<file path="config.mk">
export PLATFORM = sky130hd
export DESIGN_NAME = ysyx_2022040010_shift_iter_flat
export DESIGN_NICKNAME = d
export VERILOG_FILES = /design/src/rtl/ysyx_2022040010_shift_pkg.sv /design/src/rtl/ysyx_2022040010_shift_iter_if.sv /design/src/rtl/ysyx_2022040010_shift_step.sv /design/src/rtl/ysyx_2022040010_shift_iter.sv /design/src/flat_wrapper.sv
export SDC_FILE = /design/constraint.sdc
export NUM_CORES = 1
export LEC_CHECK = 0
export ABC_AREA = 1
export BUFFER_PORTS_ARGS = -buffer_cell sky130_fd_sc_hd__buf_2
export CAP_MARGIN = 40
export CORE_MARGIN = 2
export CORE_UTILIZATION = 45
export DETAILED_ROUTE_END_ITERATION = 6
export GPL_ROUTABILITY_DRIVEN = 0
export GPL_TIMING_DRIVEN = 1
export PLACE_DENSITY = 0.73
export SETUP_SLACK_MARGIN = 0.15
export SLEW_MARGIN = 20
export SYNTH_ARGS = -nofsm -noshare
export SYNTH_HDL_FRONTEND = slang
export SYNTH_SLANG_ARGS = --single-unit
</file>
<file path="constraint.sdc">
create_clock -name clk -period 2.5 [get_ports clk]
set_input_delay 0.125 -clock clk [delete_from_list [all_inputs] [get_ports clk]]
set_output_delay 0.125 -clock clk [all_outputs]
set_load 0.005 [all_outputs]
</file>
<file path="src/rtl/ysyx_2022040010_shift_pkg.sv">
// Shared definitions for the iterative shift unit: op encodings, FSM states
// and the shift-amount width helper.
package ysyx_2022040010_shift_pkg;

    localparam logic [2:0] OP_SLL = 3'b100;
    localparam logic [2:0] OP_SRL = 3'b010;
    localparam logic [2:0] OP_SRA = 3'b001;

    typedef enum logic [1:0] {IDLE, SHIFT, DONE} state_t;

    function automatic int shw_of(input int xlen);
        return $clog2(xlen);
    endfunction

    function automatic logic op_valid(input logic [2:0] op);
        return (op == OP_SLL) || (op == OP_SRL) || (op == OP_SRA);
    endfunction

endpackage

</file>
<file path="src/rtl/ysyx_2022040010_shift_iter_if.sv">
// Request/response handshake bundle of the iterative shift unit.
interface ysyx_2022040010_shift_iter_if
    import ysyx_2022040010_shift_pkg::*;
#(
    parameter int XLEN = 64
);
    localparam int SHW = shw_of(XLEN);

    logic            in_valid;
    logic            in_ready;
    logic [XLEN-1:0] src;
    logic [SHW-1:0]  shamt;
    logic [2:0]      op;
    logic            word;
    logic            out_valid;
    logic            out_ready;
    logic [XLEN-1:0] result;

    modport master (
        output in_valid, src, shamt, op, word, out_ready,
        input  in_ready, out_valid, result
    );

    modport slave (
        input  in_valid, src, shamt, op, word, out_ready,
        output in_ready, out_valid, result
    );

endinterface

</file>
<file path="src/rtl/ysyx_2022040010_shift_step.sv">
// Combinational single-step shifter: moves an XLEN-bit value by 0..STEP bits,
// left with zero fill or right with a caller-supplied fill bit.
module ysyx_2022040010_shift_step #(
    parameter  int XLEN = 64,
    parameter  int STEP = 4,
    localparam int KW   = $clog2(STEP + 1)
) (
    input  logic [XLEN-1:0] value,
    input  logic [KW-1:0]   k,
    input  logic            dir,
    input  logic            fill,
    output logic [XLEN-1:0] result
);

    always_comb begin
        if (dir) begin
            result = (value >> k) | ({XLEN{fill}} & ~({XLEN{1'b1}} >> k));
        end else begin
            result = value << k;
        end
    end

endmodule

</file>
<file path="src/rtl/ysyx_2022040010_shift_iter.sv">
// Multi-cycle SLL/SRL/SRA (+ RV64 W variants) shifting at most STEP bits per
// cycle, with valid/ready on both sides and a synchronous flush.
module ysyx_2022040010_shift_iter
    import ysyx_2022040010_shift_pkg::*;
#(
    parameter int XLEN = 64,
    parameter int STEP = 4
) (
    input logic                          clk,
    input logic                          rst_n,
    input logic                          flush,
    ysyx_2022040010_shift_iter_if.slave  io
);

    localparam int SHW = shw_of(XLEN);
    localparam int KW  = $clog2(STEP + 1);

    state_t          state_q, state_d;
    logic [XLEN-1:0] work_q, work_d;
    logic [XLEN-1:0] result_q, result_d;
    logic [SHW-1:0]  rem_q, rem_d;
    logic [2:0]      op_q, op_d;
    logic            word_q, word_d;
    logic            sign_q, sign_d;
    logic            out_valid_q, out_valid_d;

    logic [SHW-1:0]  n_in;
    logic [XLEN-1:0] operand;
    logic [XLEN-1:0] step_out;
    logic [KW-1:0]   k;
    logic            dir_right;
    logic            fill_bit;

    function automatic logic [XLEN-1:0] sext32(input logic [XLEN-1:0] v);
        logic [XLEN-1:0] r;
        for (int unsigned i = 0; i < XLEN; i++) r[i] = (i < 32) ? v[i] : v[31];
        return r;
    endfunction

    function automatic logic [XLEN-1:0] zext32(input logic [XLEN-1:0] v);
        logic [XLEN-1:0] r;
        for (int unsigned i = 0; i < XLEN; i++) r[i] = (i < 32) ? v[i] : 1'b0;
        return r;
    endfunction

    // Word-mode operand preparation happens at accept so the shift loop is width-agnostic.
    always_comb begin
        n_in    = io.word ? (io.shamt & SHW'(31)) : io.shamt;
        operand = io.src;
        if (io.word) begin
            if (io.op == OP_SRL)      operand = zext32(io.src);
            else if (io.op == OP_SRA) operand = sext32(io.src);
        end
    end

    always_comb begin
        if (int'(rem_q) > STEP) k = KW'(STEP);
        else                    k = KW'(rem_q);
        dir_right = (op_q != OP_SLL);
        fill_bit  = (op_q == OP_SRA) && sign_q;
    end

    ysyx_2022040010_shift_step #(
        .XLEN (XLEN),
        .STEP (STEP)
    ) u_step (
        .value  (work_q),
        .k      (k),
        .dir    (dir_right),
        .fill   (fill_bit),
        .result (step_out)
    );

    always_comb begin
        state_d  = state_q;
        work_d   = work_q;
        result_d = result_q;
        rem_d    = rem_q;
        op_d     = op_q;
        word_d   = word_q;
        sign_d   = sign_q;

        case (state_q)
            IDLE: begin
                if (io.in_valid) begin
                    op_d   = io.op;
                    word_d = io.word;
                    sign_d = operand[XLEN-1];
                    rem_d  = n_in;
                    work_d = operand;
                    if (!op_valid(io.op)) begin
                        work_d   = '0;
                        rem_d    = '0;
                        result_d = '0;
                        state_d  = DONE;
                    end else if (n_in == '0) begin
                        result_d = io.word ? sext32(operand) : operand;
                        state_d  = DONE;
                    end else begin
                        state_d = SHIFT;
                    end
                end
            end
            SHIFT: begin
                work_d = step_out;
                rem_d  = rem_q - SHW'(k);
                if (rem_d == '0) begin
                    result_d = word_q ? sext32(step_out) : step_out;
                    state_d  = DONE;
                end
            end
            DONE: begin
                if (io.out_ready) state_d = IDLE;
            end
            default: state_d = IDLE;
        endcase

        if (flush) begin
            state_d = IDLE;
            work_d  = '0;
            rem_d   = '0;
        end

        out_valid_d = (state_d == DONE);
    end

    always_ff @(posedge clk or negedge rst_n) begin
        if (!rst_n) begin
            state_q     <= IDLE;
            work_q      <= '0;
            result_q    <= '0;
            rem_q       <= '0;
            op_q        <= '0;
            word_q      <= 1'b0;
            sign_q      <= 1'b0;
            out_valid_q <= 1'b0;
        end else begin
            state_q     <= state_d;
            work_q      <= work_d;
            result_q    <= result_d;
            rem_q       <= rem_d;
            op_q        <= op_d;
            word_q      <= word_d;
            sign_q      <= sign_d;
            out_valid_q <= out_valid_d;
        end
    end

    assign io.in_ready  = (state_q == IDLE);
    assign io.out_valid = out_valid_q;
    assign io.result    = result_q;

endmodule
</file>
<file path="src/flat_wrapper.sv">
// flat-port wrapper written by rule: the top's interface ports become plain ports
module ysyx_2022040010_shift_iter_flat import ysyx_2022040010_shift_pkg::*;
#(
    parameter int XLEN = 64,
    parameter int STEP = 4
)
  (clk, rst_n, flush, io_in_valid, io_src, io_shamt, io_op, io_word, io_out_ready, io_in_ready, io_out_valid, io_result);
  ysyx_2022040010_shift_iter_if #(.XLEN(XLEN)) io_i ();
  input logic clk;
  input logic rst_n;
  input logic flush;
  input wire logic [$bits(io_i.in_valid)-1:0] io_in_valid;
  input wire logic [$bits(io_i.src)-1:0] io_src;
  input wire logic [$bits(io_i.shamt)-1:0] io_shamt;
  input wire logic [$bits(io_i.op)-1:0] io_op;
  input wire logic [$bits(io_i.word)-1:0] io_word;
  input wire logic [$bits(io_i.out_ready)-1:0] io_out_ready;
  output wire logic [$bits(io_i.in_ready)-1:0] io_in_ready;
  output wire logic [$bits(io_i.out_valid)-1:0] io_out_valid;
  output wire logic [$bits(io_i.result)-1:0] io_result;
  assign io_i.in_valid = io_in_valid;
  assign io_i.src = io_src;
  assign io_i.shamt = io_shamt;
  assign io_i.op = io_op;
  assign io_i.word = io_word;
  assign io_i.out_ready = io_out_ready;
  assign io_in_ready = io_i.in_ready;
  assign io_out_valid = io_i.out_valid;
  assign io_result = io_i.result;
  ysyx_2022040010_shift_iter #(.XLEN(XLEN), .STEP(STEP)) u_core (.clk(clk), .rst_n(rst_n), .flush(flush), .io(io_i));
endmodule
</file>
Word-level counts from Yosys, hierarchy flattened. Index checks and enable logic that the tools add are counted.

Add/subtract/negate cells: 1. Order comparisons: 1. Equality and inequality tests: 12. Shift-type cells: 3. Mux-type cells: 28. Bitwise gates (word level): 3. Reduce and logical (&&, ||, !) cells: 11.

Operators with widths (count): $mux W64 (13); $pmux W64 S2 (2); $and A64 B64 Y64 (1); $not A64 Y64 (1); $or A64 B64 Y64 (1); $shl A64 B3 Y64 (1); $shr A64 B3 Y64 (1); $shr A64 B3 Y64 const A (1); $mux W6 (4); $logic_not A6 Y1 (2); $mux W2 (6); $pmux W6 S2 (1); $ne A3 B3 Y1 const B (3); $eq A3 B1 Y1 const B (2); $gt A6 B3 Y1 const B (1); $pmux W2 S3 (1); $sub A6 B3 Y6 (1); $eq A2 B2 Y1 const B (2); $reduce_and A2 Y1 (2); $reduce_and A4 Y1 (1); $eq A3 B2 Y1 const B (1); $eq A3 B3 Y1 const B (1); $mux W3 (1); $reduce_bool A3 Y1 (1); 7 further kinds (8).

Register bits: 142.

Longest topological paths before layout. Gate-level depths: netlist of run 1.

Depth after elaboration: 10. Depth in mapped cells: 18.

Modules after synthesis. From an unflattened synthesis of run 1, not the netlist that was laid out.

Cell total of the unflattened synthesis: 2055. Area total of the unflattened synthesis: 12189.2 µm².

Modules (own cells, without submodules): ysyx_2022040010_shift_iter (instances 1, cells each 1006, area each 7527.2 µm², sequential area each 3553.4 µm²); ysyx_2022040010_shift_step (instances 1, cells each 1049, area each 4662.0 µm², sequential area each 0.0 µm²).

Least setup slack after synthesis of run 1. OpenSTA, ideal clock, no wires.

Path kind: register -> register. Start point: reg u_core.rem_q[4]. End point: reg u_core.result_q[50], in the netlist u_core.io.result[50]. Library setup time: 0.117 ns. Arrival time: 2.023 ns. Data required time: 2.383 ns. Setup slack: 0.360 ns. Cell stages (with the launch flop): 18. Buffers on the path: 1. Cells stage by stage: dfrtp_1 -> nor2_4 -> nand2_4 -> nand2_1 -> ha_1 -> inv_1 -> nand2_1 -> nor2_1 -> nand2_1 -> nor2_1 -> nand2_1 -> nand2_1 -> nand2_2 -> inv_2 -> nand2_2 -> buf_4 -> nor2_1 -> nor2_1.

Cells in the longest elaborated chain, start to end: 10. Elaborated cells between the ends (all ways): 16.

Ends and longest elaborated chain: start: declaration (line ysyx_2022040010_shift_iter.sv:21) `logic [SHW-1:0] rem_q, rem_d;`; start signal: assignment (line ysyx_2022040010_shift_iter.sv:141) `rem_q <= rem_d;`; $gt A6 B3 Y1 (line ysyx_2022040010_shift_iter.sv:57) `if (int'(rem_q) > STEP) k = KW'(STEP);`; $mux W3 (line ysyx_2022040010_shift_iter.sv:57); $shr A64 B3 Y64 (line ysyx_2022040010_shift_step.sv:17) `result = (value >> k) | ({XLEN{fill}} & ~({XLEN{1'b1}} >> k));`; $not A64 Y64 (line ysyx_2022040010_shift_step.sv:17); $and A64 B64 Y64 (line ysyx_2022040010_shift_step.sv:17); $or A64 B64 Y64 (line ysyx_2022040010_shift_step.sv:17); $mux W64 (line ysyx_2022040010_shift_step.sv:16) `if (dir) begin`; $mux W64 (line ysyx_2022040010_shift_iter.sv:108) `result_d = word_q ? sext32(step_out) : step_out;`; $mux W64 (line ysyx_2022040010_shift_iter.sv:107) `if (rem_d == '0) begin`; $pmux W64 S2 (line ysyx_2022040010_shift_iter.sv:83) `case (state_q)`; end signal: assignment (line ysyx_2022040010_shift_iter.sv:140) `result_q <= result_d;`; end: declaration (line ysyx_2022040010_shift_iter.sv:20) `logic [XLEN-1:0] result_q, result_d;`.

Several ways; a longest one is shown, not always the timed one. The select of a mux whose other input is x is not followed. A chain may end at the register's enable or synchronous reset.

Worst setup path in the final report of run 1.
Start point: reg u_core.rem_q[3]. End point: reg u_core.result_q[40], in the netlist u_core.io.result[40].

Same word-level chain as after synthesis.

==> impl_results.md, run 1 <==
- Critical Path, Cell by Cell: nor2_4 -> nand2_4 -> nand2_4 -> ha_4 -> inv_2 -> nand2_2 -> nor2_2 -> nand2_1 -> nor2_2 -> nand2_2 -> nand2_4 -> nand2_8 -> clkinv_8 -> nand2_8 -> clkbuf_16 -> nor2_2 -> nor2_1
- Crit path DAT: 2690 ps
- Clk slew on worst S/H paths: 70 ps
- Yosys warns: 0
- Sequential share of power: 0.300
- Fillcell total: 2373
- Via Count: 13900
- DIE AREA: 26300 um^2
- Chip width: 162 um
- Final Cycle Share: 0.946
- Reg2Reg Setup Slack: 130 ps
- Critical path's slowest cell: dfrtp_1
- Hold endpoint: u_core.io.result[25]
- IR Drop Worst-Case VDD: 432 uV
- Largest net degree at the start of global routing: 88
- Setup TNS Final: 0 ps
- Reg2reg path depth: 17
- Setup WS post-layout: 135 ps
- Clock sink count: 142
- Main combinational cell family by area after synthesis: simple AND/OR/NAND/NOR gates
- First-pass GRT wire length: 65.1 mm
- Yosys top cell by area: dfrtp_1
- Final Slew Violations: 0
- Min-Delay Path Class: in -> reg
- Fin. Hold Viols: 0
- Top FF cell, synth: dfrtp_1
- Synth top area cells: dfrtp_1 32%, nand2_1 24%, nand3_1 9.9%
- Clk pwr share: 0.266
- Pre-CTS setup slack: 49.0 ps
- Sw power: 4.20 mW
- Leak Pwr: 6.97 nW
- Library cells used by synthesis: 36
- Core area: 24500 um^2
- Reg2reg end: u_core.io.result[40]
- Setup crit start kind: register
- Initial Utilization: 0.460
- GR Overflow Total: 0
- Synth Area in Simple Gates: 0.444
- CTS tree: done
- Mapped cell area: 11300 um^2
- Synthesis-to-finish area growth: 21.9%
- Worst Hold Depth: 5
- Drt initial violations: 2122
- Via/cell ratio: 5.88
- IO buf count: 144
- Syn Inst Count: 1909
- Total power: 9.96 mW
- Failing checks: design-rule violations
- # rows: 57
- Die H: 162 um
- Critical path type: reg -> reg
- Clock buffer depth: 2
- Clk root buf: clkbuf_16
- Gr usage total: 0.308
- Nature of the critical path endpoint: register
- Fmax: 423 MHz
- Final Skew: 12.3 ps
- Slew margin rel.: 0.493
- RSZ-0062 raised after global routing: true
- Synth Register Bits: 142
- Total CTS buffers: 17
- Synth top area share: 0.316
- Sw frac: 0.421
- Number of global-route vias before repair: 12300
- WL/cell: 18.2 um
- Synth Area in XOR/XNOR: 0
- Compound-cell area share of the yosys netlist: 0.148
- Post-DP HPWL: 28.5 mm
- Least-Margin Pin Slew: 753 ps
- Total wire length: 43.0 mm
- Power Dens Cells: 726 nW/um^2
- Min Tclk post-route: 2370 ps
- Worst hold start: io_src[25]
- CP peak stage delay: 420 ps
- Fin util: 0.561
- Initial antenna violation count: 0
- Drt pass-1 iters: 7
- Critical path depth: 17
- Final setup fails: 0
- EDFF count, synth: 0
- Worst Path Max Fanout: 8
- Syn_area_per_cell: 5.90 um^2
- H-tree depth: 4
- Clk_lat worst skew: 440 ps
- Worst reg2reg path startpoint: u_core.rem_q[3]
- Crit path buf inv count: 3
- N_diodes: 0
- Layout cells sized above 1: 0.167
- Outcome: finished with violations
- Fraction of registers with async set/reset: 1.00
- I/O pin total: 145
- Maxcap violations: 0
- Nets: 2108
- Crit path required time: 2820 ps
- Post-Synth Adder-Cell Area: 0.00111
- Top delay family on crit path: simple AND/OR/NAND/NOR gates
- Post-Synthesis Net Count: 1989
- ANT nets after route: 0
- Int Power: 5.77 mW
- Combinational share of power: 0.434
- DRC: 1
- Mux cell area share after synthesis: 0
- Register area share after synthesis: 0.316
==> placed cells by master (no fill, tap or decap), drive strengths merged, types with 26 or more instances in the layout <==
cell type,instances
nand2,726
nand3,222
buf,219
nor2,184
o21ai,152
dfrtp,142
inv,122
a21oi,101
nand4,31
o22ai,30
clkbuf,26
==> layout make-up <==
cell class	count	area [um^2]	share of cell area
tap	324	405	0.0295
clock inverter	13	155	0.0113
timing repair inverter	1	8.76	0.000638
timing repair buffer	230	1790	0.130
clock buffer	19	433	0.0315
sequential	142	3550	0.259
inverter	120	473	0.0345
multi-input combinational	1516	6910	0.503
==> per-layer routing <==
metal  part of all wire  vias to the layer above  global-route usage
met5                  0                        -                   0
met4              0.023                        0              0.0829
met3               0.14                      114              0.0924
met2               0.43                     1052               0.450
met1               0.41                     6250               0.443
li1                   -                     6488                   -
==> how the worst max path moves through the flow <==
stage                                from                    to  slack, ps
final                     u_core.rem_q[3]  u_core.io.result[40]        130
after global routing      u_core.rem_q[3]  u_core.io.result[40]         50
after CTS                 u_core.rem_q[3]  u_core.io.result[41]        160
after detailed placement  u_core.rem_q[3]  u_core.io.result[56]         50
after global placement    u_core.rem_q[4]  u_core.io.result[32]        170
after floorplan           u_core.rem_q[4]  u_core.io.result[50]        360
==> cells in the mapped netlist (7+ instances only) <==
cell and n:
a21oi_1 101, buf_1 11, buf_2 30, buf_4 7
clkbuf_1 81, dfrtp_1 142, inv_1 114, nand2_1 723
nand3_1 222, nand4_1 31, nor2_1 179, o211ai_1 19
o21ai_0 145, o21ai_1 7, o22ai_1 30, or2_2 21
==> what timing repair did <==
item / 4_1_cts / 5_1_grt
resized for setup: 5 / 84
hold buffers: 4 / 0
endpoints found under the setup margin: 62 / 110
endpoints found under the hold margin: 66 / 0
cloned: 0 / 10
pin swaps: 0 / 6
setup buffers: 2 / 14
==> worst reg2reg max path: cells and delay by family, from the launching register on <==
| family | cells | cell delay, ps |
|---|---|---|
| AND/OR/NAND/NOR | 13 | 1280 |
| flip-flops | 1 | 420 |
| adder cells (fa/ha/maj) | 1 | 210 |
| buffers and inverters | 3 | 350 |
==> sequential cells by signal, summed over array words and instances, names as in the netlist <==
signal / count
u_core.io.result: 64
u_core.word_q: 1
u_core.io.out_valid: 1
u_core.op_q: 3
u_core.work_q: 64
u_core.rem_q: 6
u_core.state_q: 2
u_core.sign_q: 1
==> kinds of logic (layout without fill, tap and decap cells) <==
kind of cell               Yosys count  in the layout
DFF                                142            142
AOI/OAI and AO/OA                  312            312
other                                1              1
and+or+nand+nor                   1202           1202
adders and majority gates            1              1
buffers and inverters              251            383
==> stage by stage <==
stage	hold slack, ps	std cells	area (um^2)
4_1_cts	19.3	2341	13100
2_1_floorplan	-171	1909	11300
5_1_grt	60.7	2365	13700
6_report	30.9	2365	13700
3_5_place_dp	167	2303	12500
3_3_place_gp	163	2303	12500
==> power groups by stage <==
stage          Combinational, mW  Clock (mW)  Sequential (mW)
3_5_place_dp                3.86           0             3.00
5_1_grt                     4.74        2.74             3.03
4_1_cts                     3.90        2.65             2.97
6_report                    4.33        2.65             2.99
2_1_floorplan               2.44           0             2.99
3_3_place_gp                3.81           0             3.01
(Power assumes the default switching activity.)
==> inputs of run 2 (changes only) <==
- CTS_CLUSTER_SIZE: unset -> 28
- HOLD_SLACK_MARGIN: unset -> 0.05
==> impl_results.md, run 2 (synthesized netlist as in run 1, its figures left out) <==
- Least-Margin Pin Slew: 782 ps (was 753 ps)
- N_diodes: 0 (unchanged)
- Setup crit start kind: register (unchanged)
- DRC: 8 (was 1)
- Critical path's slowest cell: dfrtp_1 (unchanged)
- Min Tclk post-route: 2400 ps (was 2370 ps)
- Number of global-route vias before repair: 12400 (was 12300)
- Core area: 24500 um^2 (unchanged)
- Worst Path Max Fanout: 8 (unchanged)
- Outcome: finished with violations (unchanged)
- Power Dens Cells: 724 nW/um^2 (was 726 nW/um^2)
- WL/cell: 18.2 um (about the same)
- Reg2reg end: u_core.io.result[40] (unchanged)
- Post-DP HPWL: 28.5 mm (unchanged)
- Cell Area, Placed: 12500 um^2 (unchanged)
- Combinational share of power: 0.434 (about the same)
- Final Slew Violations: 0 (unchanged)
- Critical Path, Cell by Cell: nor2_4 -> nand2_4 -> nand2_4 -> ha_4 -> inv_2 -> nand2_2 -> nor2_2 -> nand2_1 -> nor2_2 -> nand2_2 -> nand2_4 -> nand2_8 -> clkinv_8 -> nand2_8 -> clkbuf_16 -> nor2_2 -> nor2_1 (unchanged)
- Fmax: 417 MHz (was 423 MHz)
- Failing checks: design-rule violations (unchanged)
- Leak Pwr: 6.99 nW (was 6.97 nW)
- IO buf count: 144 (unchanged)
- Layout cells sized above 1: 0.167 (about the same)
- Final setup fails: 0 (unchanged)
- Clk root buf: clkbuf_16 (unchanged)
- Total wire length: 43.2 mm (was 43.0 mm)
- DIE AREA: 26300 um^2 (unchanged)
- Largest net degree at the start of global routing: 88 (unchanged)
- Fin. Hold Viols: 0 (unchanged)
- Gr usage total: 0.309 (was 0.308)
- Min-Delay Path Class: in -> reg (unchanged)
- Crit path required time: 2830 ps (was 2820 ps)
- Clock sink count: 142 (unchanged)
- Clk slew on worst S/H paths: 70 ps (about the same)
- Hold endpoint: u_core.io.result[17] (was u_core.io.result[25])
- GR Overflow Total: 0 (unchanged)
- Synthesis-to-finish area growth: 22.5% (was 21.9%)
- CTS tree: done (unchanged)
- First-pass GRT wire length: 65.2 mm (was 65.1 mm)
- I/O pin total: 145 (unchanged)
- Setup WS post-layout: 102 ps (was 135 ps)
- Nature of the critical path endpoint: register (unchanged)
- Chip width: 162 um (unchanged)
- Via/cell ratio: 5.90 (was 5.88)
- Reg2reg path depth: 17 (unchanged)
- Critical path type: reg -> reg (unchanged)
- Sw frac: 0.422 (was 0.421)
- Clk pwr share: 0.267 (was 0.266)
- # rows: 57 (unchanged)
- Pre-CTS setup slack: 49.0 ps (unchanged)
- IR Drop Worst-Case VDD: 426 uV (was 432 uV)
- CP peak stage delay: 420 ps (about the same)
- Clock buffer depth: 2 (unchanged)
- Die H: 162 um (unchanged)
- Worst reg2reg path startpoint: u_core.rem_q[3] (unchanged)
- Commonest non-fill, non-tap cell in the layout: nand2_1 (unchanged)
- Setup TNS Final: 0 ps (unchanged)
- RSZ-0062 raised after global routing: true (unchanged)
- Min Hold Slack: 38.3 ps (was 30.9 ps)
- Int Power: 5.77 mW (about the same)
- Crit path DAT: 2730 ps (was 2690 ps)
- Drt initial violations: 1971 (was 2122)
- Final non-filler cell area: 13800 um^2 (was 13700 um^2)
- H-tree depth: 4 (unchanged)
- Drt pass-1 iters: 7 (unchanged)
- Initial Utilization: 0.460 (unchanged)
- Initial antenna violation count: 0 (unchanged)
- Worst hold start: io_src[17] (was io_src[25])
- Via Count: 14000 (was 13900)
- Reg2Reg Setup Slack: 100 ps (was 130 ps)
- Maxcap violations: 0 (unchanged)
- Sequential share of power: 0.299 (was 0.300)
- Total CTS buffers: 17 (unchanged)
- Nets: 2114 (was 2108)
- Slew margin rel.: 0.474 (was 0.493)
- Final Cycle Share: 0.959 (was 0.946)
- Most frequent cells in the layout: 711 x nand2_1, 217 x nand3_1, 158 x nor2_1 (was 710 x nand2_1, 218 x nand3_1, 159 x nor2_1)
- Worst Hold Depth: 5 (unchanged)
- Sw power: 4.22 mW (was 4.20 mW)
- Fillcell total: 2375 (was 2373)
- ANT nets after route: 0 (unchanged)
- Clk_lat worst skew: 440 ps (about the same)
- Final Skew: 19.7 ps (was 12.3 ps)
## run 2: cell types whose count changed in the layout (fill, tap and decap cells not counted), sizes merged
| cell | before | now |
|---|---|---|
| dlygate4sd3 | 4 | 11 |
| buf | 219 | 218 |
## run 2: power groups by stage
stage / logic (mW) / registers, mW / clock network [mW]
finish: 4.33 / 2.99 / 2.66
detailed placement: 3.86 / 3.00 / 0
global route: 4.74 / 3.03 / 2.75
floorplan: 2.44 / 2.99 / 0
global placement: 3.81 / 3.01 / 0
CTS: 3.90 / 2.97 / 2.65
## run 2: area by class of cell
cell class	count	area, um^2	area share
repair inverters	1	8.76	0.000635
well taps	324	405	0.0294
clock inverters	13	155	0.0113
repair buffers	236	1850	0.134
inverters	120	473	0.0343
multi-input cells	1516	6920	0.501
clock buffers	19	433	0.0314
flip-flops and latches	142	3550	0.258
## run 2: what timing repair did
| item | CTS | global route |
|---|---|---|
| pin swaps | 0 | 5 |
| hold endpoints to repair | 73 | 0 |
| gates resized for setup | 5 | 88 |
| hold buffers | 11 | 0 |
| cloned | 0 | 9 |
| setup endpoints to repair | 62 | 110 |
| buffers inserted | 2 | 14 |
## run 2: worst max-delay path by stage
stage | start | endpoint | slack (ps)
4_1_cts | u_core.rem_q[3] | u_core.io.result[41] | 160
6_report | u_core.rem_q[3] | u_core.io.result[40] | 100
3_5_place_dp | u_core.rem_q[3] | u_core.io.result[56] | 50
5_1_grt | u_core.rem_q[3] | u_core.io.result[40] | 40
3_3_place_gp | u_core.rem_q[4] | u_core.io.result[32] | 170
2_1_floorplan | u_core.rem_q[4] | u_core.io.result[50] | 360
## run 2: metal layers
layer  GRT usage  wire [um]  vias up
met5           0          0        -
met4      0.0833        950        0
met2       0.451      18600     1024
met1       0.443      17800     6360
li1            -          -     6488
met3      0.0937       5860      112
## run 2: worst max-delay path: cells and delay by family (launching register included)
family / cells / cell delay [ps]
buf+inv: 3 / 350
flops: 1 / 420
fa+ha+maj: 1 / 210
simple gates: 13 / 1290
## run 2: stage by stage
stage,std cells,utilization,total power [mW]
after floorplan,1909,-,5.43
after global placement,2303,0.509,6.82
after detailed placement,2303,0.509,6.87
after CTS,2348,0.539,9.53
after global routing,2371,0.564,10.5
final,2371,0.564,9.98
